File: config.mk
export PLATFORM = sky130hd
export DESIGN_NAME = pool_ctrl
export DESIGN_NICKNAME = d
export VERILOG_FILES = /design/src/rtl/pool_ctrl.sv
export SDC_FILE = /design/constraint.sdc
export NUM_CORES = 1
export LEC_CHECK = 0
export CAP_MARGIN = 20
export CORE_UTILIZATION = 40
export DETAILED_ROUTE_END_ITERATION = 10
export PLACE_DENSITY = 0.65
export SLEW_MARGIN = 30
export SYNTH_ARGS = -nofsm -noshare
export SYNTH_HDL_FRONTEND = slang
export SYNTH_SLANG_ARGS = --single-unit
File: constraint.sdc
create_clock -name DSP_clk -period 2.9 [get_ports DSP_clk]
set_input_delay 0.58 -clock DSP_clk [delete_from_list [all_inputs] [get_ports DSP_clk]]
set_output_delay 0.58 -clock DSP_clk [all_outputs]
set_load 0.005 [all_outputs]
File: src/rtl/pool_ctrl.sv
// Max-pool sequencer: pads each row with most-negative columns, feeds the pooling core,
// tracks results through the core pipeline and queues them in a credit-protected output FIFO.
module pool_ctrl #(
   parameter int FEATURE_WIDTH = 16,
   parameter int MAXPOOL_SIZE  = 5,
   parameter int DIM_WIDTH     = 10,
   parameter int CORE_LAT      = 4,
   parameter int OFIFO_DEPTH   = 8
) (
   input  logic                                    DSP_clk,
   input  logic                                    rst_n,
   input  logic                                    start,
   input  logic [DIM_WIDTH-1:0]                    img_width,
   input  logic [DIM_WIDTH-1:0]                    img_height,
   input  logic [FEATURE_WIDTH*MAXPOOL_SIZE-1:0]   col_data,
   input  logic                                    col_valid,
   output logic                                    col_ready,
   output logic [FEATURE_WIDTH*MAXPOOL_SIZE-1:0]   core_feature,
   output logic                                    core_pulse,
   input  logic [FEATURE_WIDTH-1:0]                core_feature_out,
   output logic [FEATURE_WIDTH-1:0]                out_data,
   output logic                                    out_valid,
   input  logic                                    out_ready,
   output logic                                    out_last,
   output logic                                    busy,
   output logic                                    done
);

   localparam int PAD = MAXPOOL_SIZE / 2;
   localparam int PW  = DIM_WIDTH + 2;
   localparam int AW  = $clog2(OFIFO_DEPTH);
   localparam int CW  = AW + 1;
   localparam int IW  = $clog2(CORE_LAT + 1);
   localparam logic [FEATURE_WIDTH-1:0] MOST_NEG = {1'b1, {(FEATURE_WIDTH-1){1'b0}}};
   localparam logic [FEATURE_WIDTH*MAXPOOL_SIZE-1:0] PAD_COL = {MAXPOOL_SIZE{MOST_NEG}};

   typedef enum logic [2:0] {IDLE, LPAD, BODY, RPAD, ROW_END, DRAIN, DONE} state_t;

   state_t                 state_q, state_d;
   logic [DIM_WIDTH-1:0]   width_q, width_d;
   logic [DIM_WIDTH-1:0]   height_q, height_d;
   logic [DIM_WIDTH-1:0]   row_q, row_d;
   logic [PW-1:0]          p_q, p_d;
   logic [CORE_LAT-1:0]    tag_vld_q, tag_last_q;
   logic [FEATURE_WIDTH-1:0] fifo_dat_q [OFIFO_DEPTH];
   logic [OFIFO_DEPTH-1:0] fifo_last_q;
   logic [AW-1:0]          wr_ptr_q, rd_ptr_q;
   logic [CW-1:0]          count_q;

   logic [IW-1:0]          inflight;
   logic [31:0]            occupancy;
   logic                   has_credit;
   logic                   push, launch, launch_last;
   logic                   fifo_push, fifo_pop;
   logic [PW-1:0]          lpad_last_p, body_last_p, row_last_p;
   logic                   last_row;

   always_comb begin
      inflight = '0;
      for (int i = 0; i < CORE_LAT; i++) inflight = inflight + IW'(tag_vld_q[i]);
   end

   // Results already launched into the core reserve their FIFO slot up front.
   assign occupancy   = 32'(count_q) + 32'(inflight);
   assign has_credit  = occupancy < 32'(OFIFO_DEPTH);

   assign lpad_last_p = PW'(PAD - 1);
   assign body_last_p = PW'(width_q) + PW'(PAD - 1);
   assign row_last_p  = PW'(width_q) + PW'(2 * PAD - 1);
   assign last_row    = (row_q == height_q - DIM_WIDTH'(1));

   always_comb begin
      state_d      = state_q;
      width_d      = width_q;
      height_d     = height_q;
      row_d        = row_q;
      p_d          = p_q;
      push         = 1'b0;
      col_ready    = 1'b0;
      core_feature = '0;
      done         = 1'b0;
      busy         = (state_q != IDLE);
      unique case (state_q)
         IDLE: begin
            if (start) begin
               width_d  = img_width;
               height_d = img_height;
               row_d    = '0;
               p_d      = '0;
               state_d  = LPAD;
            end
         end
         LPAD: begin
            core_feature = PAD_COL;
            push         = has_credit;
            if (push) begin
               p_d = p_q + PW'(1);
               if (p_q == lpad_last_p) state_d = BODY;
            end
         end
         BODY: begin
            core_feature = col_data;
            col_ready    = has_credit;
            push         = col_valid && has_credit;
            if (push) begin
               p_d = p_q + PW'(1);
               if (p_q == body_last_p) state_d = RPAD;
            end
         end
         RPAD: begin
            core_feature = PAD_COL;
            push         = has_credit;
            if (push) begin
               p_d = p_q + PW'(1);
               if (p_q == row_last_p) state_d = ROW_END;
            end
         end
         ROW_END: begin
            row_d   = row_q + DIM_WIDTH'(1);
            p_d     = '0;
            state_d = last_row ? DRAIN : LPAD;
         end
         DRAIN: begin
            if (inflight == '0 && count_q == '0) state_d = DONE;
         end
         DONE: begin
            done    = 1'b1;
            state_d = IDLE;
         end
         default: state_d = IDLE;
      endcase
   end

   assign core_pulse  = push;
   // The first MAXPOOL_SIZE-1 pushes of a row only prime the window.
   assign launch      = push && (p_q >= PW'(MAXPOOL_SIZE - 1));
   assign launch_last = launch && last_row && (p_q == row_last_p);

   assign fifo_push = tag_vld_q[CORE_LAT-1];
   assign out_valid = (count_q != '0);
   assign fifo_pop  = out_valid && out_ready;
   assign out_data  = out_valid ? fifo_dat_q[rd_ptr_q] : '0;
   assign out_last  = out_valid && fifo_last_q[rd_ptr_q];

   always_ff @(posedge DSP_clk or negedge rst_n) begin
      if (!rst_n) begin
         state_q    <= IDLE;
         width_q    <= '0;
         height_q   <= '0;
         row_q      <= '0;
         p_q        <= '0;
         tag_vld_q  <= '0;
         tag_last_q <= '0;
         wr_ptr_q   <= '0;
         rd_ptr_q   <= '0;
         count_q    <= '0;
      end else begin
         state_q    <= state_d;
         width_q    <= width_d;
         height_q   <= height_d;
         row_q      <= row_d;
         p_q        <= p_d;
         tag_vld_q  <= CORE_LAT'({tag_vld_q, launch});
         tag_last_q <= CORE_LAT'({tag_last_q, launch_last});
         if (fifo_push) wr_ptr_q <= wr_ptr_q + AW'(1);
         if (fifo_pop)  rd_ptr_q <= rd_ptr_q + AW'(1);
         unique case ({fifo_push, fifo_pop})
            2'b10:   count_q <= count_q + CW'(1);
            2'b01:   count_q <= count_q - CW'(1);
            default: count_q <= count_q;
         endcase
      end
   end

   always_ff @(posedge DSP_clk) begin
      if (fifo_push) begin
         fifo_dat_q[wr_ptr_q]  <= core_feature_out;
         fifo_last_q[wr_ptr_q] <= tag_last_q[CORE_LAT-1];
      end
   end

endmodule

==> flow_metrics.tcl <==
set metrics [dict create \
    status "complete, but fails checks" \
    violations "setup timing" \
    setup_slack_ps -278.6 \
    netlist_area_mm2 0.009678 \
    ys_seq_area_share_pct 58.49 \
    r2r_setup_slack_ps -100 \
    numCtsBuffers 17 \
    ios 223 \
    drive_above_1_share_pct 13.96 \
    drt_iter0_drc 442 \
    clockPowerShare_pct 19.3 \
    postSynth.asyncResetShare_pct 31.66 \
    die_w_um 157.5 \
    setup_viol 5 \
    ir_worst_vdd_v 0.0004509 \
    gp_congestion 0.8738 \
    port_buffers 222 \
    gr-total-overflow 0 \
    ys_warn_count 0 \
    initial_utilization_pct 40.99 \
    fin_crit_ps 3179 \
    h-tree-depth 4 \
    drc_errors 0 \
    final_cells 1343 \
    required_ps 2320 \
    synth_area_leaders "edfxtp_1, dfrtp_1, mux4_2" \
    drt-vias-per-instance 5.027 \
    ff2ff_path_depth 13 \
    die_h_um 157.5 \
    internal-power_uw 7596 \
    synth_top_area_cell "edfxtp_1" \
    grt_pass1_wl_mm 35.91 \
    grt_pass1_vias 6669 \
    power_frac_seq_pct 33.7 \
    synth_top_area_share_pct 42.20 \
    relSlewSlack_pct 47.06 \
    dp_cells 1299 \
    maxCapViolations 0 \
    hold_buffers 0 \
    cts_tree "built" \
    cp_max_fo 3 \
    switching_share_pct 35.03 \
    end_kind "output pin" \
    insertion_delay_ps 430 \
    layout_common_cells "clkdlybuf4s50_1, edfxtp_1, nand2_1" \
    wl_per_cell_um 17.66 \
    synth-main-ff-cell "edfxtp_1" \
    num_vias 6751 \
    whs_ps 146.2 \
    grt_max_degree 77 \
    cts.sinks 199 \
    syn_avg_cell_area_um2 12.59 \
    timing.rr.end "p_q[8]" \
    startpoint "tag_vld_q[0]" \
    yosys_register_bits 199 \
    grt_setup_unrepaired "true" \
    nets 1150 \
    clk_path_buf_depth 2 \
    leakagePower_uw 0.005076 \
    max_freq_mhz 314.6 \
    finalHoldViolCount 0 \
    cp.arrival_ps 2600 \
    combPwrFrac_pct 46.9 \
    num_antenna_cells 0 \
    fin_crit_sh_pct 109.6 \
    drt.antenna.violating_nets 0 \
    wl_mm 23.72 \
    core-area_mm2 0.02361 \
    synthCells 769 \
    firstDrtPassIters 4 \
    crit_end "core_pulse" \
    slew_viol_final 0 \
    rows 56 \
    ctsRootBufferMaster "clkbuf_16" \
    hold_class "primary input to async pin" \
    synth_edf_count 136 \
    clkTransAtPathRegs_ps 80 \
    hpwlAfterDp_mm 15.84 \
    grt_usage_pct 19.15 \
    layout_commonest_cell "clkdlybuf4s50_1" \
    final_core_util_pct 56.32 \
    start_kind "flop" \
    power_density_mw_per_mm2 879.2 \
    crit_type "flop to output pin" \
    die_area_mm2 0.02482 \
    netSwitchingPower_uw 4096 \
    tightest_slew_ps 786.9 \
    r2r_start "tag_vld_q[0]" \
    syn-num-nets 908 \
    skew_ps 12.25 \
    yosys.cell_types.count 55 \
    antenna_found_initial 0 \
    area_delta_synth_final_pct 37.41 \
]
kinds of logic after synthesis:
kind of cell,share of synthesized area (%)
buffers and inverters,2.650
multiplexers,10.52
AO/OA/AOI/OAI,5.132
XOR/XNOR,4.072
flip-flops,58.49
AND/OR/NAND/NOR,16.65
adder cells (fa/ha/maj),2.482
per-layer routing:
layer  share of wire [%]  up-vias  wire length, µm  global-route usage [%]
met2                  50      145            11780                   31.71
met3                 3.3       12              779                   2.974
met5                   0        -                0                       0
li1                    -     3261                -                       -
met1                  46     3333            11010                   26.66
met4                0.63        0              149                   3.837
power by group through the flow:
| stage | combinational (µW) | clock [µW] | sequential, µW |
|---|---|---|---|
| after floorplan | 3170 | 0 | 3780 |
| after global placement | 5230 | 0 | 4000 |
| after detailed placement | 5280 | 0 | 4000 |
| after CTS | 5500 | 2320 | 3930 |
| after global routing | 6030 | 2420 | 4010 |
| final | 5490 | 2260 | 3940 |
Yosys cell counts (4+ instances only):
| library cell | n |
|---|---|
| mux4_2 | 34 |
| edfxtp_1 | 136 |
| o21ai_0 | 21 |
| a21o_1 | 6 |
| xnor2_1 | 23 |
| ha_1 | 16 |
| and3_1 | 8 |
| buf_1 | 5 |
| nand2_1 | 89 |
| xor2_1 | 22 |
| nor3_1 | 12 |
| nand4_1 | 8 |
| and4_1 | 4 |
| nor2b_1 | 7 |
| a31oi_1 | 4 |
| clkbuf_1 | 32 |
| dfrtp_1 | 63 |
| nand3_1 | 12 |
| nor4_1 | 8 |
| nand3b_1 | 5 |
| or3_1 | 6 |
| buf_2 | 7 |
| nor2_1 | 54 |
| and2_1 | 78 |
| nand2b_1 | 5 |
| a21oi_1 | 15 |
| inv_1 | 22 |
| mux2i_1 | 23 |
| a211oi_1 | 6 |
per-stage QoR:
step	TNS, ps	setup slack, ps	area (µm²)	total power [µW]
floorplan	-64.09	-64.09	9723	6950
global placement	-640.3	-246.5	12490	9228
detailed placement	-828.5	-255.5	12490	9283
CTS	-839.7	-308.0	13200	11750
global route	-1757	-389.3	13300	12460
finish	-674.1	-278.6	13300	11690
sequential cells by signal, indices dropped and copies added, names as in the netlist:
name	cells
fifo_dat_q	128
count_q	4
width_q	10
state_q	3
wr_ptr_q	3
row_q	10
rd_ptr_q	3
fifo_last_q	8
tag_last_q	4
height_q	10
p_q	12
tag_vld_q	4
worst max-delay path: stages, from the launching register on:
cell,delay (ps)
dfrtp_1,360
inv_2,40
fa_1,520
inv_1,40
ha_2,170
ha_4,220
ha_4,160
a211oi_4,250
o211ai_1,140
inv_1,130
buf_2,120
worst min path at each step:
stage	start	slack (ps)	cells after the start	endpoint
finish	rst_n	150	1	width_q[0]
global route	rst_n	180	1	width_q[0]
CTS	rst_n	150	1	width_q[0]
detailed placement	tag_last_q[2]	340	0	tag_last_q[3]
global placement	tag_last_q[0]	330	0	tag_last_q[1]
floorplan	rst_n	280	0	count_q[0]
area by class of cell:
| class | count | area, µm² |
|---|---|---|
| sequential | 199 | 5662 |
| tap | 319 | 399.1 |
| clock buffer | 19 | 432.9 |
| clock inverter | 13 | 128.9 |
| inverter | 22 | 82.58 |
| timing repair buffer | 267 | 2694 |
| fill | 2016 | 10310 |
| multi-input combinational | 504 | 3900 |
timing repair:
item,4_1_cts,5_1_grt
endpoints found under the setup margin,21,21
buffers inserted,11,1
gates cloned,2,1
pin swaps,11,10
gates resized for setup,27,18
Power figures use the tool's default switching activity.
